[config.mk]
export PLATFORM = sky130hd
export DESIGN_NAME = scanner_buffered_flat
export DESIGN_NICKNAME = d
export VERILOG_FILES = /design/src/rtl/scanner_pkg.sv /design/src/rtl/scanner_buffered_if.sv /design/src/rtl/scanner_sample_buffer.sv /design/src/rtl/scanner_buffered.sv /design/src/flat_wrapper.sv
export SDC_FILE = /design/constraint.sdc
export NUM_CORES = 1
export LEC_CHECK = 0
export ABC_AREA = 1
export BUFFER_PORTS_ARGS = -buffer_cell sky130_fd_sc_hd__clkbuf_2
export CAP_MARGIN = 20
export CORE_ASPECT_RATIO = 1.75
export CORE_MARGIN = 5
export CORE_UTILIZATION = 25
export DETAILED_ROUTE_END_ITERATION = 10
export MAX_ROUTING_LAYER = met4
export SLEW_MARGIN = 20
export SYNTH_ARGS = -nofsm -noshare
export SYNTH_HDL_FRONTEND = slang
export SYNTH_SLANG_ARGS = --single-unit
[constraint.sdc]
create_clock -name clk -period 2.6 [get_ports clk]
set_input_delay 0.13 -clock clk [delete_from_list [all_inputs] [get_ports clk]]
set_output_delay 0.13 -clock clk [all_outputs]
set_load 0.02 [all_outputs]
[src/rtl/scanner_pkg.sv]
// Shared encodings for the buffered scanner: FSM states, command codes and a
// counter-width helper used to size internal counters from their maxima.
package scanner_pkg;

   typedef enum logic [1:0] {
      IDLE = 2'b00,
      SCAN = 2'b01,
      FULL = 2'b10,
      XFER = 2'b11
   } state_t;

   typedef enum logic [1:0] {
      CMD_NOP   = 2'b00,
      CMD_SCAN  = 2'b01,
      CMD_XFER  = 2'b10,
      CMD_ABORT = 2'b11
   } cmd_t;

   // Width of a counter that must hold values 0..n-1 (never narrower than 1 bit).
   function automatic int cnt_w(input int n);
      return (n > 1) ? $clog2(n) : 1;
   endfunction

endpackage

[src/rtl/scanner_buffered_if.sv]
// Command, sensor and serial-output bundle of the buffered scanner.
// The master side issues commands and samples; the slave side is the scanner.
interface scanner_buffered_if #(
   parameter int DATA_W = 8,
   parameter int DEPTH  = 16
) ();
   localparam int FILL_W = $clog2(DEPTH + 1);

   logic [1:0]        localTransferInput;
   logic              readyForTransferIn;
   logic [DATA_W-1:0] sampleIn;
   logic [1:0]        ps;
   logic [FILL_W-1:0] fillCount;
   logic              scanDone;
   logic              clkOut;
   logic              dataOut;
   logic [DATA_W-1:0] wordOut;

   modport master (
      output localTransferInput, readyForTransferIn, sampleIn,
      input  ps, fillCount, scanDone, clkOut, dataOut, wordOut
   );

   modport slave (
      input  localTransferInput, readyForTransferIn, sampleIn,
      output ps, fillCount, scanDone, clkOut, dataOut, wordOut
   );

endinterface

[src/rtl/scanner_sample_buffer.sv]
// DEPTH x DATA_W sample store: synchronous write, combinational read.
// Contents are deliberately not reset; fill level lives in the controller.
module scanner_sample_buffer #(
   parameter int DATA_W = 8,
   parameter int DEPTH  = 16,
   parameter int ADDR_W = 4
) (
   input  logic              clk,
   input  logic              wrEn,
   input  logic [ADDR_W-1:0] wrAddr,
   input  logic [DATA_W-1:0] wrData,
   input  logic [ADDR_W-1:0] rdAddr,
   output logic [DATA_W-1:0] rdData
);

   logic [DATA_W-1:0] mem_q [DEPTH];

   always_ff @(posedge clk) begin
      if (wrEn) begin
         mem_q[wrAddr] <= wrData;
      end
   end

   assign rdData = mem_q[rdAddr];

endmodule

[src/rtl/scanner_buffered.sv]
// Buffered scanner: samples a parallel sensor into a word buffer, then shifts
// the buffer out MSB-first on a divided serial clock with ready-based pausing.
module scanner_buffered
   import scanner_pkg::*;
#(
   parameter int DATA_W     = 8,
   parameter int DEPTH      = 16,
   parameter int SAMPLE_DIV = 4,
   parameter int CLK_DIV    = 2
) (
   input  logic clk,
   input  logic rst,
   scanner_buffered_if.slave bus
);

   localparam int FILL_W = $clog2(DEPTH + 1);
   localparam int ADDR_W = cnt_w(DEPTH);
   localparam int BIT_W  = cnt_w(DATA_W);
   localparam int SAMP_W = cnt_w(SAMPLE_DIV);
   localparam int DIV_W  = cnt_w(CLK_DIV);

   localparam logic [BIT_W-1:0]  BIT_MSB  = BIT_W'(DATA_W - 1);
   localparam logic [SAMP_W-1:0] SAMP_MAX = SAMP_W'(SAMPLE_DIV - 1);
   localparam logic [DIV_W-1:0]  DIV_MAX  = DIV_W'(CLK_DIV - 1);
   localparam logic [FILL_W-1:0] FILL_MAX = FILL_W'(DEPTH);

   state_t            ps_q, ps_d;
   logic [FILL_W-1:0] fill_q, fill_d;
   logic [SAMP_W-1:0] samp_q, samp_d;
   logic [BIT_W-1:0]  bit_q, bit_d;
   logic [ADDR_W-1:0] word_q, word_d;
   logic [DIV_W-1:0]  div_q, div_d;
   logic              clk_out_q, clk_out_d;
   logic              data_out_q, data_out_d;
   logic [DATA_W-1:0] word_out_q, word_out_d;
   logic              scan_done_q, scan_done_d;

   cmd_t              cmd;
   logic              start_xfer;
   logic              wr_en;
   logic [ADDR_W-1:0] wr_addr;
   logic [ADDR_W-1:0] rd_addr;
   logic [DATA_W-1:0] rd_data;

   // Outside XFER the read port points at word 0 so a transfer can start at once;
   // inside XFER it pre-fetches the word that follows the one in flight.
   assign rd_addr = (ps_q == XFER) ? word_q + 1'b1 : '0;
   assign wr_addr = fill_q[ADDR_W-1:0];

   scanner_sample_buffer #(
      .DATA_W (DATA_W),
      .DEPTH  (DEPTH),
      .ADDR_W (ADDR_W)
   ) u_buf (
      .clk    (clk),
      .wrEn   (wr_en),
      .wrAddr (wr_addr),
      .wrData (bus.sampleIn),
      .rdAddr (rd_addr),
      .rdData (rd_data)
   );

   always_comb begin
      ps_d        = ps_q;
      fill_d      = fill_q;
      samp_d      = samp_q;
      bit_d       = bit_q;
      word_d      = word_q;
      div_d       = div_q;
      clk_out_d   = clk_out_q;
      data_out_d  = data_out_q;
      word_out_d  = word_out_q;
      wr_en       = 1'b0;
      start_xfer  = 1'b0;
      cmd         = cmd_t'(bus.localTransferInput);

      case (ps_q)
         IDLE: begin
            if (cmd == CMD_ABORT) begin
               fill_d = '0;
            end else if (cmd == CMD_SCAN) begin
               ps_d   = SCAN;
               fill_d = '0;
               samp_d = '0;
            end else if (cmd == CMD_XFER && fill_q != '0 && bus.readyForTransferIn) begin
               start_xfer = 1'b1;
            end
         end
         SCAN: begin
            if (cmd == CMD_ABORT) begin
               ps_d   = IDLE;
               fill_d = '0;
            end else if (cmd == CMD_SCAN) begin
               fill_d = '0;
               samp_d = '0;
            end else if (cmd == CMD_XFER && fill_q != '0 && bus.readyForTransferIn) begin
               start_xfer = 1'b1;
            end else if (samp_q == SAMP_MAX) begin
               samp_d = '0;
               wr_en  = 1'b1;
               fill_d = fill_q + 1'b1;
               if (fill_q + 1'b1 == FILL_MAX) begin
                  ps_d = FULL;
               end
            end else begin
               samp_d = samp_q + 1'b1;
            end
         end
         FULL: begin
            if (cmd == CMD_ABORT) begin
               ps_d = IDLE;
            end else if (cmd == CMD_SCAN) begin
               ps_d   = SCAN;
               fill_d = '0;
               samp_d = '0;
            end else if (cmd == CMD_XFER && bus.readyForTransferIn) begin
               start_xfer = 1'b1;
            end
         end
         XFER: begin
            if (cmd == CMD_ABORT) begin
               ps_d       = IDLE;
               fill_d     = '0;
               word_d     = '0;
               bit_d      = '0;
               div_d      = '0;
               clk_out_d  = 1'b0;
               data_out_d = 1'b0;
               word_out_d = '0;
            end else if (!clk_out_q) begin
               // Pausing is only allowed before the first bit of a word starts.
               if (bit_q == BIT_MSB && div_q == '0 && !bus.readyForTransferIn) begin
                  div_d = '0;
               end else if (div_q == DIV_MAX) begin
                  div_d     = '0;
                  clk_out_d = 1'b1;
               end else begin
                  div_d = div_q + 1'b1;
               end
            end else if (div_q != DIV_MAX) begin
               div_d = div_q + 1'b1;
            end else begin
               div_d     = '0;
               clk_out_d = 1'b0;
               if (bit_q != '0) begin
                  bit_d      = bit_q - 1'b1;
                  data_out_d = word_out_q[bit_q - 1'b1];
               end else if (FILL_W'(word_q) + 1'b1 == fill_q) begin
                  ps_d       = IDLE;
                  fill_d     = '0;
                  word_d     = '0;
                  data_out_d = 1'b0;
                  word_out_d = '0;
               end else begin
                  word_d     = word_q + 1'b1;
                  bit_d      = BIT_MSB;
                  data_out_d = rd_data[DATA_W-1];
                  word_out_d = rd_data;
               end
            end
         end
         default: begin
            ps_d = IDLE;
         end
      endcase

      if (start_xfer) begin
         ps_d       = XFER;
         word_d     = '0;
         bit_d      = BIT_MSB;
         div_d      = '0;
         clk_out_d  = 1'b0;
         data_out_d = rd_data[DATA_W-1];
         word_out_d = rd_data;
      end

      scan_done_d = (ps_d == FULL);
   end

   always_ff @(posedge clk or negedge rst) begin
      if (!rst) begin
         ps_q        <= IDLE;
         fill_q      <= '0;
         samp_q      <= '0;
         bit_q       <= '0;
         word_q      <= '0;
         div_q       <= '0;
         clk_out_q   <= 1'b0;
         data_out_q  <= 1'b0;
         word_out_q  <= '0;
         scan_done_q <= 1'b0;
      end else begin
         ps_q        <= ps_d;
         fill_q      <= fill_d;
         samp_q      <= samp_d;
         bit_q       <= bit_d;
         word_q      <= word_d;
         div_q       <= div_d;
         clk_out_q   <= clk_out_d;
         data_out_q  <= data_out_d;
         word_out_q  <= word_out_d;
         scan_done_q <= scan_done_d;
      end
   end

   assign bus.ps        = ps_q;
   assign bus.fillCount = fill_q;
   assign bus.scanDone  = scan_done_q;
   assign bus.clkOut    = clk_out_q;
   assign bus.dataOut   = data_out_q;
   assign bus.wordOut   = word_out_q;

endmodule

[src/flat_wrapper.sv]
// flat-port wrapper written by rule: the top's interface ports become plain ports
module scanner_buffered_flat import scanner_pkg::*;
#(
   parameter int DATA_W     = 8,
   parameter int DEPTH      = 16,
   parameter int SAMPLE_DIV = 4,
   parameter int CLK_DIV    = 2
)
  (clk, rst, bus_localTransferInput, bus_readyForTransferIn, bus_sampleIn, bus_ps, bus_fillCount, bus_scanDone, bus_clkOut, bus_dataOut, bus_wordOut);
  scanner_buffered_if #(.DATA_W(DATA_W), .DEPTH(DEPTH)) bus_i ();
  input  logic clk;
  input  logic rst;
  input wire logic [$bits(bus_i.localTransferInput)-1:0] bus_localTransferInput;
  input wire logic [$bits(bus_i.readyForTransferIn)-1:0] bus_readyForTransferIn;
  input wire logic [$bits(bus_i.sampleIn)-1:0] bus_sampleIn;
  output wire logic [$bits(bus_i.ps)-1:0] bus_ps;
  output wire logic [$bits(bus_i.fillCount)-1:0] bus_fillCount;
  output wire logic [$bits(bus_i.scanDone)-1:0] bus_scanDone;
  output wire logic [$bits(bus_i.clkOut)-1:0] bus_clkOut;
  output wire logic [$bits(bus_i.dataOut)-1:0] bus_dataOut;
  output wire logic [$bits(bus_i.wordOut)-1:0] bus_wordOut;
  assign bus_i.localTransferInput = bus_localTransferInput;
  assign bus_i.readyForTransferIn = bus_readyForTransferIn;
  assign bus_i.sampleIn = bus_sampleIn;
  assign bus_ps = bus_i.ps;
  assign bus_fillCount = bus_i.fillCount;
  assign bus_scanDone = bus_i.scanDone;
  assign bus_clkOut = bus_i.clkOut;
  assign bus_dataOut = bus_i.dataOut;
  assign bus_wordOut = bus_i.wordOut;
  scanner_buffered #(.DATA_W(DATA_W), .DEPTH(DEPTH), .SAMPLE_DIV(SAMPLE_DIV), .CLK_DIV(CLK_DIV)) u_core (.clk(clk), .rst(rst), .bus(bus_i));
endmodule
==> impl_metrics.tcl, run 1 <==
set metrics [dict create \
    outcome "finished, final reports clean" \
    endpoint_kind "flop" \
    n_fill_cell 2930 \
    drv_slew 0 \
    startpoint_type "flop" \
    fin_worst_skew_ns 0.0106 \
    insertion_delay_ns 0.43 \
    drc_errors 0 \
    synth_area_leaders "edfxtp_1 53%, dfrtp_1 9.7%, nand2_1 6.9%" \
    setup_viol 0 \
    dieWidth_um 139 \
    yosys_warnings 0 \
    postCtsSetupRepairBufs 0 \
    grt_max_degree 62 \
    dp_hpwl_mm 13.6 \
    cp_data_required_time_ns 2.92 \
    netlist_instances 689 \
    tns_ns 0 \
    clockBufferDepth 2 \
    synth-async-reset-ratio_pct 17.9 \
    slew_headroom_pct 48.9 \
    seqPwrFrac_pct 40.8 \
    initial_core_util_pct 25.3 \
    numClockSinks 156 \
    p_per_area_mw_per_mm2 885 \
    drv_cap 0 \
    nets 766 \
    post-route-period-util_pct 92.0 \
    grt_remaining_overflow 0 \
    core_sq_mm 0.0286 \
    grt_pass1_vias 5355 \
    synth.mux.area_fraction_pct 0 \
    dp.cells 1102 \
    wl_per_cell_um 16.6 \
    synth-xor-area-share_pct 0.484 \
    p_int_mw 4.98 \
    h-tree-depth 4 \
    synth_adder_area_share_pct 1.55 \
    via_count 5108 \
    synth_top_family_by_area "simple AND/OR/NAND/NOR gates" \
    synth_top_area_share_pct 53.1 \
    min_path_type "primary input to flop" \
    avgSynthCellArea_sq_um 10.5 \
    finalPower_mw 7.56 \
    synth_ff_type "edfxtp_1" \
    drive_gt1_share_pct 18.0 \
    worst_ep_arrival_time_ns 2.72 \
    synth-seq-cells 156 \
    dieArea_sq_mm 0.0326 \
    cts_tree "done" \
    critPathKind "flop to flop" \
    path_clk_slew_ns 0.07 \
    worstPathCellList "ha_1, inv_1, nor2_4, inv_2, nand3_1, o21ai_1, o211ai_1, nand2_1, nand2_1, nand2_1" \
    synth_cell_types 42 \
    detail-route-antenna-nets 0 \
    cp_slowest_cell "dfrtp_1" \
    tightestPinTransition_ns 0.766 \
    path_max_fanout 27 \
    antenna_cells 0 \
    hold_viol 0 \
    synth_seq_area_share_pct 62.8 \
    peakVddDrop_v 0.000311 \
    num_rows 82 \
    synth_area_leader_cell "edfxtp_1" \
    via_per_inst 4.50 \
    post_cts_resized 0 \
    synth-simple-area-share_pct 21.0 \
    final_cells 1135 \
    synth_edf_count 128 \
    rsz0062_at_grt "no" \
    die_y_um 235 \
    pwr-share-comb_pct 27.0 \
    slowest_delay_ns 0.43 \
    clock.fmax_mhz 418 \
    wirelength_mm 18.8 \
    antenna_found_initial 0 \
    min_period_ns 2.39 \
    power_switching_mw 2.58 \
    crit_top_cell "nand2_1" \
    critPathBufInv 2 \
    cts_buffers 17 \
    p_leak_nw 3.33 \
    crit_family "simple AND/OR/NAND/NOR gates" \
    grt_use_total_pct 12.1 \
    ios 31 \
    synth_nets 711 \
    clkPwrFrac_pct 32.2 \
    drt_iter0_drc 323 \
    drtPass1Iterations 5 \
    synth-compound-area-share_pct 8.43 \
    place_congestion 0.858 \
    netlist_area_sq_mm 0.00724 \
    p_sw_share_pct 34.1 \
    io_buffers 30 \
    synthToLayoutAreaGrowth_pct 17.9 \
    grt_pass1_wl_mm 29.6 \
    cts-root-buf "clkbuf_16" \
]
-- power groups by stage --
stage / Combinational (mW) / Sequential (mW) / Clock [mW]
6_report: 2.04 / 3.08 / 2.43
5_1_grt: 2.29 / 3.11 / 2.57
3_5_place_dp: 2.07 / 3.14 / 0
3_3_place_gp: 2.05 / 3.13 / 0
2_1_floorplan: 1.36 / 3.21 / 0
4_1_cts: 2.08 / 3.09 / 2.46
-- synth_stat cells (all sizes together), types with 2 or more instances --
library cell	n
a21oi	9
a22oi	2
buf	20
clkbuf	5
dfrtp	28
edfxtp	128
ha	9
inv	64
nand2	144
nand3	76
nand4	5
nor2	90
nor3	2
o211ai	30
o21ai	49
o221ai	2
o22ai	3
or2	15
xor2	3
-- final cells by class --
| type | instances | area [sq um] | share of cell area (%) |
|---|---|---|---|
| inverter | 64 | 243 | 2.84 |
| clock buffer | 19 | 433 | 5.07 |
| multi-input combinational | 444 | 2280 | 26.7 |
| sequential | 156 | 4540 | 53.2 |
| tap | 378 | 473 | 5.54 |
| timing repair buffer | 61 | 423 | 4.95 |
| clock inverter | 13 | 141 | 1.66 |
-- worst reg2reg max path, cell delays in order, from the launching register on --
cell,delay [ns]
dfrtp_1,0.43
ha_1,0.35
inv_1,0.10
nor2_4,0.24
inv_2,0.28
nand3_1,0.17
o21ai_1,0.07
o211ai_1,0.42
nand2_1,0.09
nand2_1,0.07
nand2_1,0.04
-- sequential cells by signal, summed over array words and instances (netlist names) --
register and cells:
u_core.bit_q 3, u_core.word_q 4, u_core.bus.dataOut 1, u_core.u_buf.mem_q 128, u_core.div_q 1, u_core.bus.fillCount 5
u_core.bus.scanDone 1, u_core.bus.clkOut 1, u_core.bus.ps 2, u_core.samp_q 2, u_core.bus.wordOut 8
-- stage by stage --
step                      worst slack (ns)  utilization, %  area, sq um  hold slack, ns
after global placement               0.291            27.8         7960           0.244
after CTS                            0.209            29.8         8540           0.142
final                                0.207            29.8         8540           0.152
after floorplan                      0.315               -         7240          -0.166
after detailed placement             0.235            27.8         7960           0.252
after global routing                0.0133            29.8         8540           0.166
-- per-layer routing --
metal  vias to the layer above  routed length (um)  global-route usage (%)  share of wire (%)
met2                       115               10700                    22.6                 57
li1                       2475                   -                       -                  -
met1                      2472                6750                    11.6                 36
met3                        46                 521                    2.32                2.8
met4                         0                 807                    6.41                4.3
met5                         -                   0                       -                  0
-- layout by cell type (no fill, tap or decap), drive strengths merged, types with 15 or more instances in the layout --
master,count
o211ai,30
nand2,144
dfrtp,28
buf,30
nor2,90
nand3,76
o21ai,49
or2,15
edfxtp,128
clkbuf,49
inv,67
-- path summary, 6_finish.rpt --
kind                                      startpoint                 endpoint  slack [ns]  cells after the start
setup / recovery                    u_core.word_q[1]    u_core.bus.wordOut[3]        0.21                     10
hold / removal             bus_localTransferInput[0]  u_core.bus.fillCount[2]        0.15                      4
setup reg to reg                    u_core.word_q[1]    u_core.bus.wordOut[3]        0.21                     10
hold reg to reg                         u_core.div_q             u_core.div_q        0.51                      1
max in group asynchronous                        rst    u_core.bus.wordOut[1]        1.80                      2
min in group asynchronous                        rst         u_core.samp_q[0]        0.31                      2
-- cell families after synthesis --
group | count (synthesis)
AOI/OAI and AO/OA | 98
xor gates and xnor gates | 4
adders and majority gates | 9
buffers and inverters | 89
DFF | 156
and+or+nand+nor | 333
-- timing repair --
item | CTS | global route
setup endpoints to repair | 0 | 0
hold endpoints to repair | 28 | 0
hold buffers | 1 | 0
No activity file was read; power rests on OpenSTA's default activity.
==> inputs of run 2 (changes only) <==
Settings changed: ABC_AREA 1 to default, PLACE_DENSITY from default to 0.49.
==> impl_metrics.tcl, run 2 <==
set metrics [dict create \
    nets 616 \
    setup_viol 0 \
    fin_worst_skew_ns 0.00945 \
    p_leak_nw 2.94 \
    path_clk_slew_ns 0.07 \
    wl_per_cell_um 21.1 \
    initial_core_util_pct 25.2 \
    worstHoldPathCells 3 \
    regMostFlops "u_core.u_buf.mem_q" \
    synth_cell_types 64 \
    postCtsSetupRepairBufs 0 \
    ios 31 \
    wirelength_mm 20.7 \
    path_max_fanout 16 \
    min_from "bus_readyForTransferIn" \
    synth_edf_count 128 \
    synth_seq_area_share_pct 64.6 \
    place_congestion 0.902 \
    min_path_type "primary input to flop" \
    reg2regPathDepth 5 \
    drc_errors 0 \
    grt_use_total_pct 14.0 \
    insertion_delay_ns 0.43 \
    tightestPinTransition_ns 0.785 \
    hold_viol 0 \
    drtPass1Iterations 5 \
    h-tree-depth 4 \
    synth-seq-cells 156 \
    rsz0062_at_grt "no" \
    utilization_pct 30.6 \
    via_count 4812 \
    largest_reg_flops 128 \
    grt_pass1_vias 5143 \
    route.met3.wl_um 621 \
    synth-async-reset-ratio_pct 17.9 \
    synth_most_common_cell "edfxtp_1" \
    critPathBufInv 1 \
    yosys_warnings 0 \
    synth_ff_type "edfxtp_1" \
    synth_nets 549 \
    ff2ff_setup_slack_ns 0.18 \
    r2r_end "u_core.bus.wordOut[6]" \
    startpoint_type "flop" \
    netlist_instances 527 \
    worstPathCellList "ha_2, buf_4, mux4_2, a221oi_1, o41ai_1" \
    worst_ep_arrival_time_ns 2.71 \
    wl_met2_mm 12.0 \
    synth_common_cells "128 x edfxtp_1, 50 x nand2_1, 32 x a21oi_1, 28 x dfrtp_1" \
    cts_tree "done" \
    detail-route-antenna-nets 0 \
    peakVddDrop_v 0.000465 \
    outcome "finished, final reports clean" \
    synth_area_leader_cell "edfxtp_1" \
    drv_slew 0 \
    cts-root-buf "clkbuf_16" \
    crit_family "multiplexers" \
    cp_slowest_cell "mux4_2" \
    via_per_inst 4.91 \
    dp_hpwl_mm 15.6 \
    p_per_area_mw_per_mm2 735 \
    netlist_area_sq_mm 0.00703 \
    drt_iter0_drc 448 \
    highest_layer "met4" \
    post-route-period-util_pct 92.9 \
    synth_top_area_share_pct 54.7 \
    grt_remaining_overflow 0 \
    core_sq_mm 0.0279 \
    synthToLayoutAreaGrowth_pct 21.2 \
    min_period_ns 2.42 \
    synth_area_leaders "edfxtp_1 55%, dfrtp_1 10%, mux4_2 3.2%" \
    layout_setup_ws_ns 0.184 \
    clock.fmax_mhz 414 \
    grt_max_degree 41 \
    post-place-ws_ns 0.0570 \
    fin_hold_ws_ns 0.0774 \
    final_common_cell "edfxtp_1" \
    critPathKind "flop to flop" \
    post_dp_cell_area_sq_mm 0.00789 \
    dieArea_sq_mm 0.0317 \
    holdPathEnd "u_core.div_q" \
    cp_data_required_time_ns 2.89 \
    timing.rr.start "u_core.word_q[1]" \
    avgSynthCellArea_sq_um 13.3 \
    grt_pass1_wl_mm 31.5 \
    dieWidth_um 137 \
    clockBufferDepth 2 \
    tns_ns 0 \
    slowest_delay_ns 0.59 \
    layout_common_cells "128 x edfxtp_1, 50 x nand2_1, 48 x buf_4" \
    num_rows 81 \
    drive_gt1_share_pct 23.6 \
    antenna_cells 0 \
    antenna_found_initial 0 \
    drv_cap 0 \
    fin_area_sq_mm 0.00852 \
    io_buffers 30 \
    cts_buffers 17 \
    slew_headroom_pct 47.7 \
    endpoint_kind "flop" \
    numClockSinks 156 \
    drt-met1-wl_mm 7.02 \
    die_y_um 232 \
]
==> run 2: changes by cell type after synthesis, moves of 10 or more <==
cell,delta
a21oi_1,+25
inv_1,-50
mux4_2,+10
nand2_1,-83
nand2b_1,+14
nand3_1,-67
nor2_1,-57
nor3_1,+20
o211ai_1,-24
o21ai_0,-12
o21ai_1,-10
o22ai_1,+23
or2_2,-13
==> run 2: area by class of cell <==
| class | count | area (sq um) |
|---|---|---|
| Fill cell | 2775 | 19300 |
| Clock inverter | 14 | 171 |
| Multi-Input combinational cell | 331 | 2320 |
| Inverter | 7 | 26.3 |
| Timing Repair Buffer | 81 | 561 |
| Sequential cell | 156 | 4540 |
| Clock buffer | 18 | 429 |
| Tap cell | 373 | 467 |
==> run 2: worst max-delay path by stage <==
stage / start / to / depth (start not counted)
floorplan: u_core.bus.fillCount[0] / u_core.u_buf.mem_q[2][0] / 7
finish: u_core.word_q[1] / u_core.bus.wordOut[6] / 5
detailed placement: u_core.word_q[1] / u_core.bus.wordOut[2] / 8
CTS: u_core.word_q[1] / u_core.bus.wordOut[2] / 8
global placement: u_core.word_q[1] / u_core.bus.wordOut[2] / 8
global route: u_core.bus.fillCount[1] / u_core.u_buf.mem_q[4][1] / 8
==> run 2: worst register-to-register path: cells and delay by family (launching register included) <==
family / cells / cell delay, ns
flops: 1 / 0.40
compound gates: 2 / 0.57
buf+inv: 1 / 0.29
fa+ha+maj: 1 / 0.42
mux: 1 / 0.60
==> run 2: cells by family after synthesis <==
family,after synthesis,share of synthesized area [%]
AOI/OAI and AO/OA,158,16.0
DFF,156,64.6
and+or+nand+nor,140,9.73
buffers and inverters,40,2.85
muxes,14,3.81
xor gates and xnor gates,10,1.35
adders and majority gates,9,1.60
==> run 2: what timing repair did <==
action                                  in CTS  in global routing
endpoints found under the hold margin       28                  0
resized for setup                            0                  4
hold buffers                                 1                  0
endpoints found under the setup margin       0                 67
==> run 2: where the power goes <==
part	total (mW)	internal (mW)	switching, mW
Combinational	0.788	0.317	0.471
Clock	2.53	1.46	1.08
Sequential	2.94	2.81	0.128
==> run 2: per-layer routing <==
layer	vias to the layer above	global-route usage (%)
li1	2210	-
met1	2425	13.2
met2	130	26.4
met3	47	2.65
met4	0	7.15
met5	-	-
==> run 2: metrics by stage <==
| stage | instances | power (mW) |
|---|---|---|
| final | 980 | 6.26 |
| after global routing | 980 | 6.52 |
| after CTS | 980 | 6.33 |
| after detailed placement | 947 | 3.78 |
| after global placement | 947 | 3.76 |
| after floorplan | 527 | 3.44 |
